$ cat src/rtl/vga_pkg.sv
// Shared VGA types: axis segment encoding, analyzer FSM states and the
// measured line timing record.
package vga_pkg;

  localparam int unsigned VGA_LINE_WIDTH = 12;

  typedef enum logic [1:0] {
    SYNC,
    BACKPORCH,
    ACTIVE,
    FRONTPORCH
  } VGA_state_e;

  typedef enum logic [2:0] {
    AN_ACQUIRE,
    AN_SYNC,
    AN_BACKPORCH,
    AN_ACTIVE,
    AN_FRONTPORCH
  } vga_analyzer_state_e;

  typedef struct packed {
    logic [VGA_LINE_WIDTH-1:0] visible_area;
    logic [VGA_LINE_WIDTH-1:0] front_porch;
    logic [VGA_LINE_WIDTH-1:0] sync_pulse;
    logic [VGA_LINE_WIDTH-1:0] back_porch;
    logic                      polarity;
  } line_timing_t;

  // ACQUIRE has no segment of its own and reports as SYNC.
  function automatic VGA_state_e vga_state_map(input vga_analyzer_state_e s);
    case (s)
      AN_BACKPORCH:  return BACKPORCH;
      AN_ACTIVE:     return ACTIVE;
      AN_FRONTPORCH: return FRONTPORCH;
      default:       return SYNC;
    endcase
  endfunction

endpackage

$ cat src/rtl/vga_edge_sampler.sv
// Tick-gated input register for sync/de with previous-sample history and
// de edge detection.
module vga_edge_sampler (
  input  logic clk,
  input  logic rst,
  input  logic tick,
  input  logic sync_in,
  input  logic de_in,
  output logic sync_cur,
  output logic sync_prev,
  output logic de_cur,
  output logic de_rise,
  output logic de_fall
);

  logic de_prev;

  always_ff @(posedge clk) begin
    if (rst) begin
      sync_cur  <= 1'b0;
      sync_prev <= 1'b0;
      de_cur    <= 1'b0;
      de_prev   <= 1'b0;
    end else if (tick) begin
      sync_prev <= sync_cur;
      sync_cur  <= sync_in;
      de_prev   <= de_cur;
      de_cur    <= de_in;
    end
  end

  assign de_rise = de_cur & ~de_prev;
  assign de_fall = ~de_cur & de_prev;

endmodule

$ cat src/rtl/vga_line_analyzer.sv
// Measures sync / back porch / visible / front porch lengths of one VGA axis,
// detects sync polarity and reports lock once periods repeat.
module vga_line_analyzer
  import vga_pkg::*;
#(
  parameter int unsigned LINE_WIDTH = 12,
  parameter int unsigned LOCK_COUNT = 2
) (
  input  logic                  clk,
  input  logic                  rst,
  input  logic                  tick,
  input  logic                  sync_in,
  input  logic                  de_in,
  output logic [LINE_WIDTH-1:0] visible_area,
  output logic [LINE_WIDTH-1:0] front_porch,
  output logic [LINE_WIDTH-1:0] sync_pulse,
  output logic [LINE_WIDTH-1:0] back_porch,
  output logic                  polarity,
  output VGA_state_e            state,
  output logic                  locked,
  output logic                  period_done,
  output logic                  error
);

  localparam logic [LINE_WIDTH-1:0] CNT_LAST = {{(LINE_WIDTH-1){1'b1}}, 1'b0};
  localparam logic [3:0]            LOCK_THR = 4'(LOCK_COUNT);

  vga_analyzer_state_e st;
  logic [LINE_WIDTH-1:0] cnt_sync, cnt_bp, cnt_act, cnt_fp;
  logic [3:0] match_cnt, match_next;
  logic pol_valid;
  logic sync_cur, sync_prev, de_cur, de_rise, de_fall;
  logic sync_on, sync_was_on, viol, same_set;

  vga_edge_sampler u_sampler (
    .clk      (clk),
    .rst      (rst),
    .tick     (tick),
    .sync_in  (sync_in),
    .de_in    (de_in),
    .sync_cur (sync_cur),
    .sync_prev(sync_prev),
    .de_cur   (de_cur),
    .de_rise  (de_rise),
    .de_fall  (de_fall)
  );

  assign sync_on     = (sync_cur == polarity);
  assign sync_was_on = (sync_prev == polarity);
  assign state       = vga_state_map(st);

  // A counter about to step onto all-ones counts as a violation, so the
  // saturation check only applies when the segment keeps counting.
  always_comb begin
    viol = 1'b0;
    case (st)
      AN_SYNC:       viol = sync_on && (de_cur || cnt_sync == CNT_LAST);
      AN_BACKPORCH:  viol = sync_on || (!de_rise && cnt_bp == CNT_LAST);
      AN_ACTIVE:     viol = sync_on || (!de_fall && cnt_act == CNT_LAST);
      AN_FRONTPORCH: viol = de_rise || (!sync_on && cnt_fp == CNT_LAST);
      default:       viol = 1'b0;
    endcase
  end

  always_comb begin
    same_set = ({cnt_act, cnt_fp, cnt_sync, cnt_bp} ==
                {visible_area, front_porch, sync_pulse, back_porch});
    if (!same_set)
      match_next = 4'd1;
    else if (match_cnt == 4'd15)
      match_next = 4'd15;
    else
      match_next = match_cnt + 4'd1;
  end

  always_ff @(posedge clk) begin
    period_done <= 1'b0;
    error       <= 1'b0;
    if (rst) begin
      st           <= AN_ACQUIRE;
      cnt_sync     <= '0;
      cnt_bp       <= '0;
      cnt_act      <= '0;
      cnt_fp       <= '0;
      visible_area <= '0;
      front_porch  <= '0;
      sync_pulse   <= '0;
      back_porch   <= '0;
      polarity     <= 1'b0;
      pol_valid    <= 1'b0;
      match_cnt    <= '0;
      locked       <= 1'b0;
    end else if (tick) begin
      if (viol) begin
        error     <= 1'b1;
        locked    <= 1'b0;
        match_cnt <= '0;
        pol_valid <= 1'b0;
        st        <= AN_ACQUIRE;
      end else begin
        case (st)
          AN_ACQUIRE: begin
            if (de_cur) begin
              polarity  <= ~sync_cur;
              pol_valid <= 1'b1;
            end
            if (pol_valid && sync_on && !sync_was_on) begin
              st       <= AN_SYNC;
              cnt_sync <= LINE_WIDTH'(1);
              cnt_bp   <= '0;
              cnt_act  <= '0;
              cnt_fp   <= '0;
            end
          end
          AN_SYNC: begin
            if (sync_on) begin
              cnt_sync <= cnt_sync + 1'b1;
            end else if (de_rise) begin
              st      <= AN_ACTIVE;
              cnt_act <= LINE_WIDTH'(1);
            end else begin
              st     <= AN_BACKPORCH;
              cnt_bp <= LINE_WIDTH'(1);
            end
          end
          AN_BACKPORCH: begin
            if (de_rise) begin
              st      <= AN_ACTIVE;
              cnt_act <= LINE_WIDTH'(1);
            end else begin
              cnt_bp <= cnt_bp + 1'b1;
            end
          end
          AN_ACTIVE: begin
            if (de_fall) begin
              st     <= AN_FRONTPORCH;
              cnt_fp <= LINE_WIDTH'(1);
            end else begin
              cnt_act <= cnt_act + 1'b1;
            end
          end
          AN_FRONTPORCH: begin
            if (sync_on) begin
              visible_area <= cnt_act;
              front_porch  <= cnt_fp;
              sync_pulse   <= cnt_sync;
              back_porch   <= cnt_bp;
              period_done  <= 1'b1;
              match_cnt    <= match_next;
              locked       <= (match_next >= LOCK_THR);
              st           <= AN_SYNC;
              cnt_sync     <= LINE_WIDTH'(1);
              cnt_bp       <= '0;
              cnt_act      <= '0;
              cnt_fp       <= '0;
            end else begin
              cnt_fp <= cnt_fp + 1'b1;
            end
          end
          default: st <= AN_ACQUIRE;
        endcase
      end
    end
  end

endmodule

$ cat config.mk
export PLATFORM = sky130hd
export DESIGN_NAME = vga_line_analyzer
export DESIGN_NICKNAME = d
export VERILOG_FILES = /design/src/rtl/vga_pkg.sv /design/src/rtl/vga_edge_sampler.sv /design/src/rtl/vga_line_analyzer.sv
export SDC_FILE = /design/constraint.sdc
export NUM_CORES = 1
export LEC_CHECK = 0
export ABC_AREA = 1
export CORE_ASPECT_RATIO = 1.1
export CORE_MARGIN = 3
export CORE_UTILIZATION = 29
export DETAILED_ROUTE_END_ITERATION = 8
export GPL_TIMING_DRIVEN = 0
export SYNTH_ARGS = -nofsm -noshare
export SYNTH_HDL_FRONTEND = slang
export SYNTH_SLANG_ARGS = --single-unit
$ cat constraint.sdc
create_clock -name clk -period 3.9 [get_ports clk]
set_clock_uncertainty 0.15 [all_clocks]
set_input_delay 0.39 -clock clk [delete_from_list [all_inputs] [get_ports clk]]
set_output_delay 0.39 -clock clk [all_outputs]
set_load 0.02 [all_outputs]
==> results of run 1 <==
==> cell usage in the layout, fill, tap and decap left out, types with 6 or more instances in the layout <==
master	n
sky130_fd_sc_hd__buf_2	8
sky130_fd_sc_hd__dfxtp_1	112
sky130_fd_sc_hd__nand4_1	23
sky130_fd_sc_hd__xor2_1	26
sky130_fd_sc_hd__inv_1	98
sky130_fd_sc_hd__xnor2_1	20
sky130_fd_sc_hd__nor2_1	134
sky130_fd_sc_hd__clkbuf_16	9
sky130_fd_sc_hd__o21ai_1	14
sky130_fd_sc_hd__nand3_1	74
sky130_fd_sc_hd__clkdlybuf4s50_1	58
sky130_fd_sc_hd__buf_4	8
sky130_fd_sc_hd__buf_6	6
sky130_fd_sc_hd__nor3_1	17
sky130_fd_sc_hd__clkbuf_1	32
sky130_fd_sc_hd__a21oi_1	92
sky130_fd_sc_hd__nand2_2	6
sky130_fd_sc_hd__o21ai_0	61
sky130_fd_sc_hd__ha_1	9
sky130_fd_sc_hd__nand2_1	188
==> kinds of logic after synthesis <==
group / synth area share
and+or+nand+nor: 0.3249
buffers and inverters: 0.1045
adders and majority gates: 0.01774
xor gates and xnor gates: 0.06349
DFF: 0.3533
AOI/OAI and AO/OA: 0.1360
==> metrics by stage <==
| step | setup WS, ns | hold WS [ns] |
|---|---|---|
| after CTS | 1.008 | 0.3007 |
| after floorplan | 1.812 | 0.2726 |
| after global routing | 0.8778 | 0.3316 |
| final | 1.030 | 0.2992 |
| after detailed placement | 1.170 | 0.2898 |
| after global placement | 1.193 | 0.2898 |
==> layout make-up <==
type / count / area, µm² / share of cell area
Inverter: 101 / 379.1 / 0.04995
Clock inverter: 4 / 53.80 / 0.007089
Sequential cell: 112 / 2242 / 0.2954
Clock buffer: 12 / 246.5 / 0.03248
Tap cell: 290 / 362.8 / 0.04781
Buffer: 53 / 284.0 / 0.03742
Multi-Input combinational cell: 694 / 3441 / 0.4533
Timing Repair Buffer: 58 / 580.6 / 0.07649
==> registers in the layout, indices dropped and copies added, names as in the netlist, 3 cells and up <==
register / count
match_cnt: 4
cnt_fp: 12
visible_area: 12
cnt_sync: 12
cnt_act: 12
sync_pulse: 12
st: 3
back_porch: 12
front_porch: 12
cnt_bp: 12
==> metal layers <==
layer / vias to the layer above / global-route usage / part of all wire
met5: - / 0 / 0
met4: 0 / 0.05000 / 0.019
met3: 23 / 0.02160 / 0.041
met2: 122 / 0.2628 / 0.46
met1: 2865 / 0.2094 / 0.48
li1: 3235 / - / -
==> worst paths after layout <==
check,startpoint,cells after the start,end,slack (ns)
worst max register to register,cnt_sync[0],13,sync_pulse[0],1.26
worst max-delay path,st[1],6,state[1],1.03
worst min register to register,pol_valid,2,pol_valid,0.30
worst min-delay path,pol_valid,2,pol_valid,0.30
==> where the power goes <==
part / leakage [nW] / internal, mW / switching, mW
Clock: 0.139 / 0.518 / 0.440
Combinational: 1.67 / 0.655 / 1.22
Sequential: 0.906 / 1.31 / 0.165
Total: 2.72 / 2.49 / 1.82
==> critical path, cell delays in order, from the launching register on <==
cell	delay (ns)
sky130_fd_sc_hd__dfxtp_1	0.45
sky130_fd_sc_hd__nand2_1	0.13
sky130_fd_sc_hd__nor2_4	0.18
sky130_fd_sc_hd__inv_1	0.15
sky130_fd_sc_hd__clkbuf_1	0.27
sky130_fd_sc_hd__nand2_1	0.17
sky130_fd_sc_hd__clkdlybuf4s50_1	0.61
==> run summary, run 1 <==
The run finished with clean final reports. Using the TritonRoute via totals, the vias-per-cell ratio works out to 4.717. The tree built by TritonCTS fans out to 112 sinks. When the netlist entered floorplanning its net count stood at 974. The synthesized design spends more area on one cell type than any other, namely sky130_fd_sc_hd__dfxtp_1.

The max-slew violation count is 0. The total area inside the core boundary comes to 0.02144 mm². The most instantiated flip-flop cell in the synthesis netlist was sky130_fd_sc_hd__dfxtp_1.

The post-route clock period utilization was 0.7358. For the initial antenna violation count, the log shows 0. By area the synthesized netlist is led by sky130_fd_sc_hd__dfxtp_1 35%, sky130_fd_sc_hd__nand2_1 11%, sky130_fd_sc_hd__nor2_1 7.9%. TritonCTS built the clock tree. Port buffering added 58 buffers. The final critical delay including setup and external delays works out to 2.870 ns. The die outline area was 0.02370 mm². Sorting the synthesized cells by how often they occur yields 188 x sky130_fd_sc_hd__nand2_1, 134 x sky130_fd_sc_hd__nor2_1, 112 x sky130_fd_sc_hd__dfxtp_1.

The number of synthesis warnings was 0; the wire length of the first global-routing pass was 30280 µm. The proportion of register bits with asynchronous set or reset after synthesis was 0; the post-layout net count was 1043. The run gives 0.5756 as the relative slew slack. The post-CTS clock slew at the launch and capture registers of the worst setup and hold paths is 0.08 ns, and the global router's overall resource usage is 0.1568. The wire length after detailed routing came out at 18350 µm. The design draws 4.312 mW. The tools report the distinct cell type count of the synthesized netlist as 33. Compared with the post-synthesis result, the final layout area differs by 19.60%. Counting tap cells, the placed design contains a total of 1308 instances. 59 I/O pins were placed. The highest fanout seen on the critical path works out to 10. The worst setup path is launched from a flop. Buffers inserted to repair hold after CTS numbered 0. The finished layout holds 1324 standard cells, fillers aside. Number of synthesized register bits: 112. The path class of the tightest hold or removal check is reg2reg.

The logs give 356 for the iteration-0 DRC count of the detailed router and 0 for the number of gates resized after cts. The tools report the endpoint type of the worst setup path as a primary output. The routability congestion estimate was 0.8534; the required time of the critical path was 3.36 ns. Fraction of the yosys area taken by sequential cells: 0.3533. For the total setup violations reported at the end of the flow, the log shows 0. The cell area that synthesis handed to floorplanning was 0.006346 mm². Derived from the worst setup path, the maximum achievable clock frequency is 0.3485 GHz. Across the run, the number of max-cap violations was 0.

The final instance area is 0.007590 mm². Clock latency on the worst-skew pair, taken at its later pin, is 0.36 ns. The run gives 3 as the H-tree depth reported by CTS.

The logs give 0 ns for the final total negative setup slack and 9 for the TritonCTS buffer count. Maximum clock path buffer count: 2. In this run the horizontal extent of the chip is 147.0 µm. The tools report the via count of the first global-routing pass as 5854. The static leakage was 2.718 nW; the average detailed-routed wire length per instance was 13.86 µm. The initialized floorplan defines 56 standard-cell rows. For the utilization after layout, the log shows 0.3540. The filler cells instantiated in the layout total 2369. Data arrives at the worst endpoint at 2.33 ns.

The starting density of the core came out at 0.2960. For the placed standard-cell area, the log shows 0.007289 mm². Setup repair after global routing left no endpoint under its margin. CTS placed an instance of sky130_fd_sc_hd__clkbuf_16 at the clock tree root. Entering global routing, the biggest net connects 18 pins. The repair_antennas step left the layout with diodes totalling 0. The vertical extent of the die was 161.2 µm.

The post-synthesis area per instance came out at 6.611 µm². Start-to-end type of the worst setup path: reg2out. Final global-route overflow total: 0. Among all cell types in the netlist, the one instantiated most often is sky130_fd_sc_hd__nand2_1. The first-pass iteration count of the detailed router was 5; the share of cells above drive strength 1 was 0.05803.

The peak supply drop was 275.5 µV. The pin slew with the least headroom to its limit was 0.6366 ns. The number of enable flip-flop cells after synthesis came out at 0.

The area share of the leading cell type in the synthesized netlist is 0.3533. Power spread over the standard cell area amounts to 568.1 mW/mm². The number of post-CTS setup repair buffers is 0, and the detailed placer's ending HPWL is 13780 µm. In this run the remaining antenna-violating nets after routing total 0. The tools report the count of final hold-check violations as 0. For this run, design rule violations remaining after detail routing come to 0. The via count was 6245; the number of instances in the synthesized netlist was 960.
Note: power is estimated with default switching activity, not from simulation.
==> run 2: changes to the inputs <==
- clock period: 3.9 -> 2.7 ns (I/O delays scaled with it)
==> run 2 against run 1 <==
Net effect:
- power is 45% higher
- count of clock-buffer cells in the layout stayed put
- sequential power rose by 44%
- register-to-register slack worse by 1.0 ns
- critical path depth up 7
- critical path type is now reg2reg
- cell area increased by 0.23%
- clock power is 44% higher
- worst setup slack lost 0.79 ns
- combinational power up 45%
- wire length rose by 0.13%
- sequential share of layout area down 0.068 points
==> run summary, run 2 (synthesized netlist as in run 1, its figures left out) <==
The worst setup path is of the reg2reg kind. The flow ran to the end, and the final reports show no timing, DRC or antenna violations. The logs give 6.239 mW (+45%) for the overall power consumption and 0.02160 (unchanged) for the met3 routing resource usage after global routing. The most frequent cell on the critical path was sky130_fd_sc_hd__a21oi_1. STA classifies the critical path startpoint as a flop.

The post-CTS clock slew at the launch and capture registers of the worst setup and hold paths was 0.07 ns (about the same); the fraction of met1 tracks used by global routing was 0.2087 (-0.0006935). The path length in cells of the critical path was 13 (+7). Static leakage: 2.731 nW (+0.51%). The worst hold path belongs to the class reg2reg.

The arrival time of data at the critical path endpoint was 2.55 ns (+0.22 ns); the worst hold margin was 0.2970 ns (-0.002126 ns). The library cells used most frequently in the layout, excluding fill and tap cells, are 188 x sky130_fd_sc_hd__nand2_1, 134 x sky130_fd_sc_hd__nor2_1, 112 x sky130_fd_sc_hd__dfxtp_1, 97 x sky130_fd_sc_hd__inv_1, 92 x sky130_fd_sc_hd__a21oi_1. The number of antenna-violating nets in the routed design is 0 (unchanged), and the initial antenna violation count is 0 (unchanged). The starting density of the core is 0.2960 (unchanged), and the final worst setup slack is 0.2421 ns (-0.7883 ns).

The run gives 0 (unchanged) as the count of final hold-check violations. The met2 track utilization from global routing was 0.2626 (about the same). Setup repair after global routing left no endpoint under its margin.

TritonCTS built the clock tree. The first-pass iteration count of the detailed router is 5 (unchanged). The largest individual stage delay along the critical path comes from the cell sky130_fd_sc_hd__dfxtp_1.

The die extent in x works out to 147.0 µm (unchanged). The count of buffer and inverter cells on the critical path is 4 (+1), and the max-slew violation count is 0 (unchanged). The run gives 1325 (+0.076%) as the number of cells in the finished layout apart from fillers. In this run the critical register-to-register path is captured at visible_area[3].

The peak supply drop was 400.6 µV (+45%). The worst register-to-register path begins at cnt_sync[0]. For the wire length of the first global-routing pass, the log shows 30240 µm (-0.16%). The worst path in the final design needs a cycle of 2.458 ns, including I/O delays and setup.

The delay of the slowest cell on the worst path came out at 0.35 ns (-0.26 ns). For the TritonCTS buffer count, the log shows 9 (unchanged). The post-route clock period utilization is 0.9103, and the via count of the first global-routing pass is 5848 (-0.10%). The via density per instance is 4.708 (-0.19%).

The vertical extent of the die was 161.2 µm (unchanged); the setup slack at placement was 0.09043 ns (-1.080 ns). On the critical path the largest part of the delay comes from buffers and inverters. The tools report the via count as 6238 (-0.11%). The top-level port count is 59 (unchanged), and the area added between synthesis and finish is 19.87%. The relative slew slack was 0.5936 (+0.01796); the pin slew with the least headroom to its limit was 0.6097 ns (-0.02694 ns). For the detailed placer's ending HPWL, the log shows 13780 µm (unchanged).

For the highest clock rate, the log shows 0.4069 GHz. In this run the worst setup path begins at cnt_sync[0]. The share of cells above drive strength 1 is 0.06280 (+0.004775), and the highest fanout seen on the critical path is 10 (unchanged).

The logs give 0.1565 (-0.0002951) for the global router's overall resource usage and 0 (unchanged) for the final global-route overflow total. The critical path goes through clkbuf_2 > inv_1 > ha_1 > nand2_1 > nor2_1 > nand3_1 > a21oi_1 > nor2_2 > nand2_4 > nor2_4 > buf_6 > buf_2 > a21oi_1. The root buffer cell chosen for the clock tree is sky130_fd_sc_hd__clkbuf_16. The run gives 0 (unchanged) as the total setup violations reported at the end of the flow. The critical path ends at visible_area[3].

The required time of the critical path was 2.79 ns (-0.57 ns); the length in cells of the worst reg-to-reg path was 13 (unchanged). Number of antenna repair diodes: 0 (unchanged). The maximum clock path buffer count was 2 (unchanged).

Leaving out fill and tap cells, the most frequent cell in the layout is sky130_fd_sc_hd__nand2_1. The run gives 0.24 ns (-1.02 ns) as the register-to-register setup slack. The run gives 0.02144 mm² (unchanged) as the core area. For the final total negative setup slack, the log shows 0 ns (unchanged).

For the final routed DRC violation total, the log shows 0 (unchanged). The run gives 0.8534 (unchanged) as the routability congestion estimate. The tools report the largest net degree at the start of global routing as 18 (unchanged). The endpoint type of the worst setup path is a flop. The die outline area was 0.02370 mm² (unchanged).

The tools report the total clock sinks as 112 (unchanged). Reported max-cap violation count: 0 (unchanged). The tools report the number of placement rows as 56 (unchanged).

The power density over cell area was 820.1 mW/mm² (+44%). The logs give 1308 (unchanged) for the instance count after placement with tap cells included and 18370 µm (+0.13%) for the wire length after detailed routing. Busiest layer in global routing: met2.

The post-layout net count came out at 1044 (+0.096%). The average detailed-routed wire length per instance is 13.87 µm (about the same). Number of I/O port buffers: 58 (unchanged). The iteration-0 DRC count of the detailed router came out at 362 (+1.7%). The launch instance of the worst min-delay path was pol_valid. For the H-tree depth reported by CTS, the log shows 3 (unchanged).

Insertion delay of the later-clocked pin in the worst-skew pair: 0.37 ns (about the same).
[run 2: where the power goes]
group          internal, mW  leakage, nW  switching [mW]  total, mW
clock network         0.749        0.139           0.633       1.38
logic                 0.949         1.69            1.77       2.72
registers              1.90        0.906           0.237       2.13
[run 2: per-stage QoR]
stage / area [µm²] / util
2_1_floorplan: 6346 / -
3_3_place_gp: 7289 / 0.3400
3_5_place_dp: 7289 / 0.3400
4_1_cts: 7586 / 0.3538
5_1_grt: 7607 / 0.3548
6_report: 7607 / 0.3548
[run 2: timing repair]
item	4_1_cts	5_1_grt
buffers inserted	0	2
setup endpoints to repair	1	74
resized for setup	0	5
hold buffers	0	0
[run 2: how the worst min path moves through the flow]
stage,end,slack (ns),cells after the start
after floorplan,u_sampler.sync_prev,0.21,1
after global routing,pol_valid,0.33,2
final,pol_valid,0.30,2
after global placement,pol_valid,0.29,2
after CTS,pol_valid,0.30,2
after detailed placement,pol_valid,0.29,2
[run 2: layer usage]
layer	share of wire	vias up
li1	-	3239
met1	0.48	2859
met2	0.46	118
met3	0.037	22
met4	0.019	0
met5	0	-
[run 2: worst reg2reg max path: stages, from the launching register on]
cell and delay (ns):
sky130_fd_sc_hd__dfxtp_1 0.35, sky130_fd_sc_hd__clkbuf_2 0.20, sky130_fd_sc_hd__inv_1 0.08, sky130_fd_sc_hd__ha_1 0.21, sky130_fd_sc_hd__nand2_1 0.06, sky130_fd_sc_hd__nor2_1 0.04
sky130_fd_sc_hd__nand3_1 0.14, sky130_fd_sc_hd__a21oi_1 0.10, sky130_fd_sc_hd__nor2_2 0.17, sky130_fd_sc_hd__nand2_4 0.12, sky130_fd_sc_hd__nor2_4 0.12, sky130_fd_sc_hd__buf_6 0.16
sky130_fd_sc_hd__buf_2 0.31, sky130_fd_sc_hd__a21oi_1 0.12
[run 2: layout make-up]
cell class                      count  area, µm²
Buffer                             52      282.8
Tap cell                          290      362.8
Multi-Input combinational cell    694       3441
Timing Repair Buffer               60      595.6
Inverter                          101      382.9
Clock inverter                      4      53.80
Fill cell                        2364      13830
Clock buffer                       12      246.5
Sequential cell                   112       2242
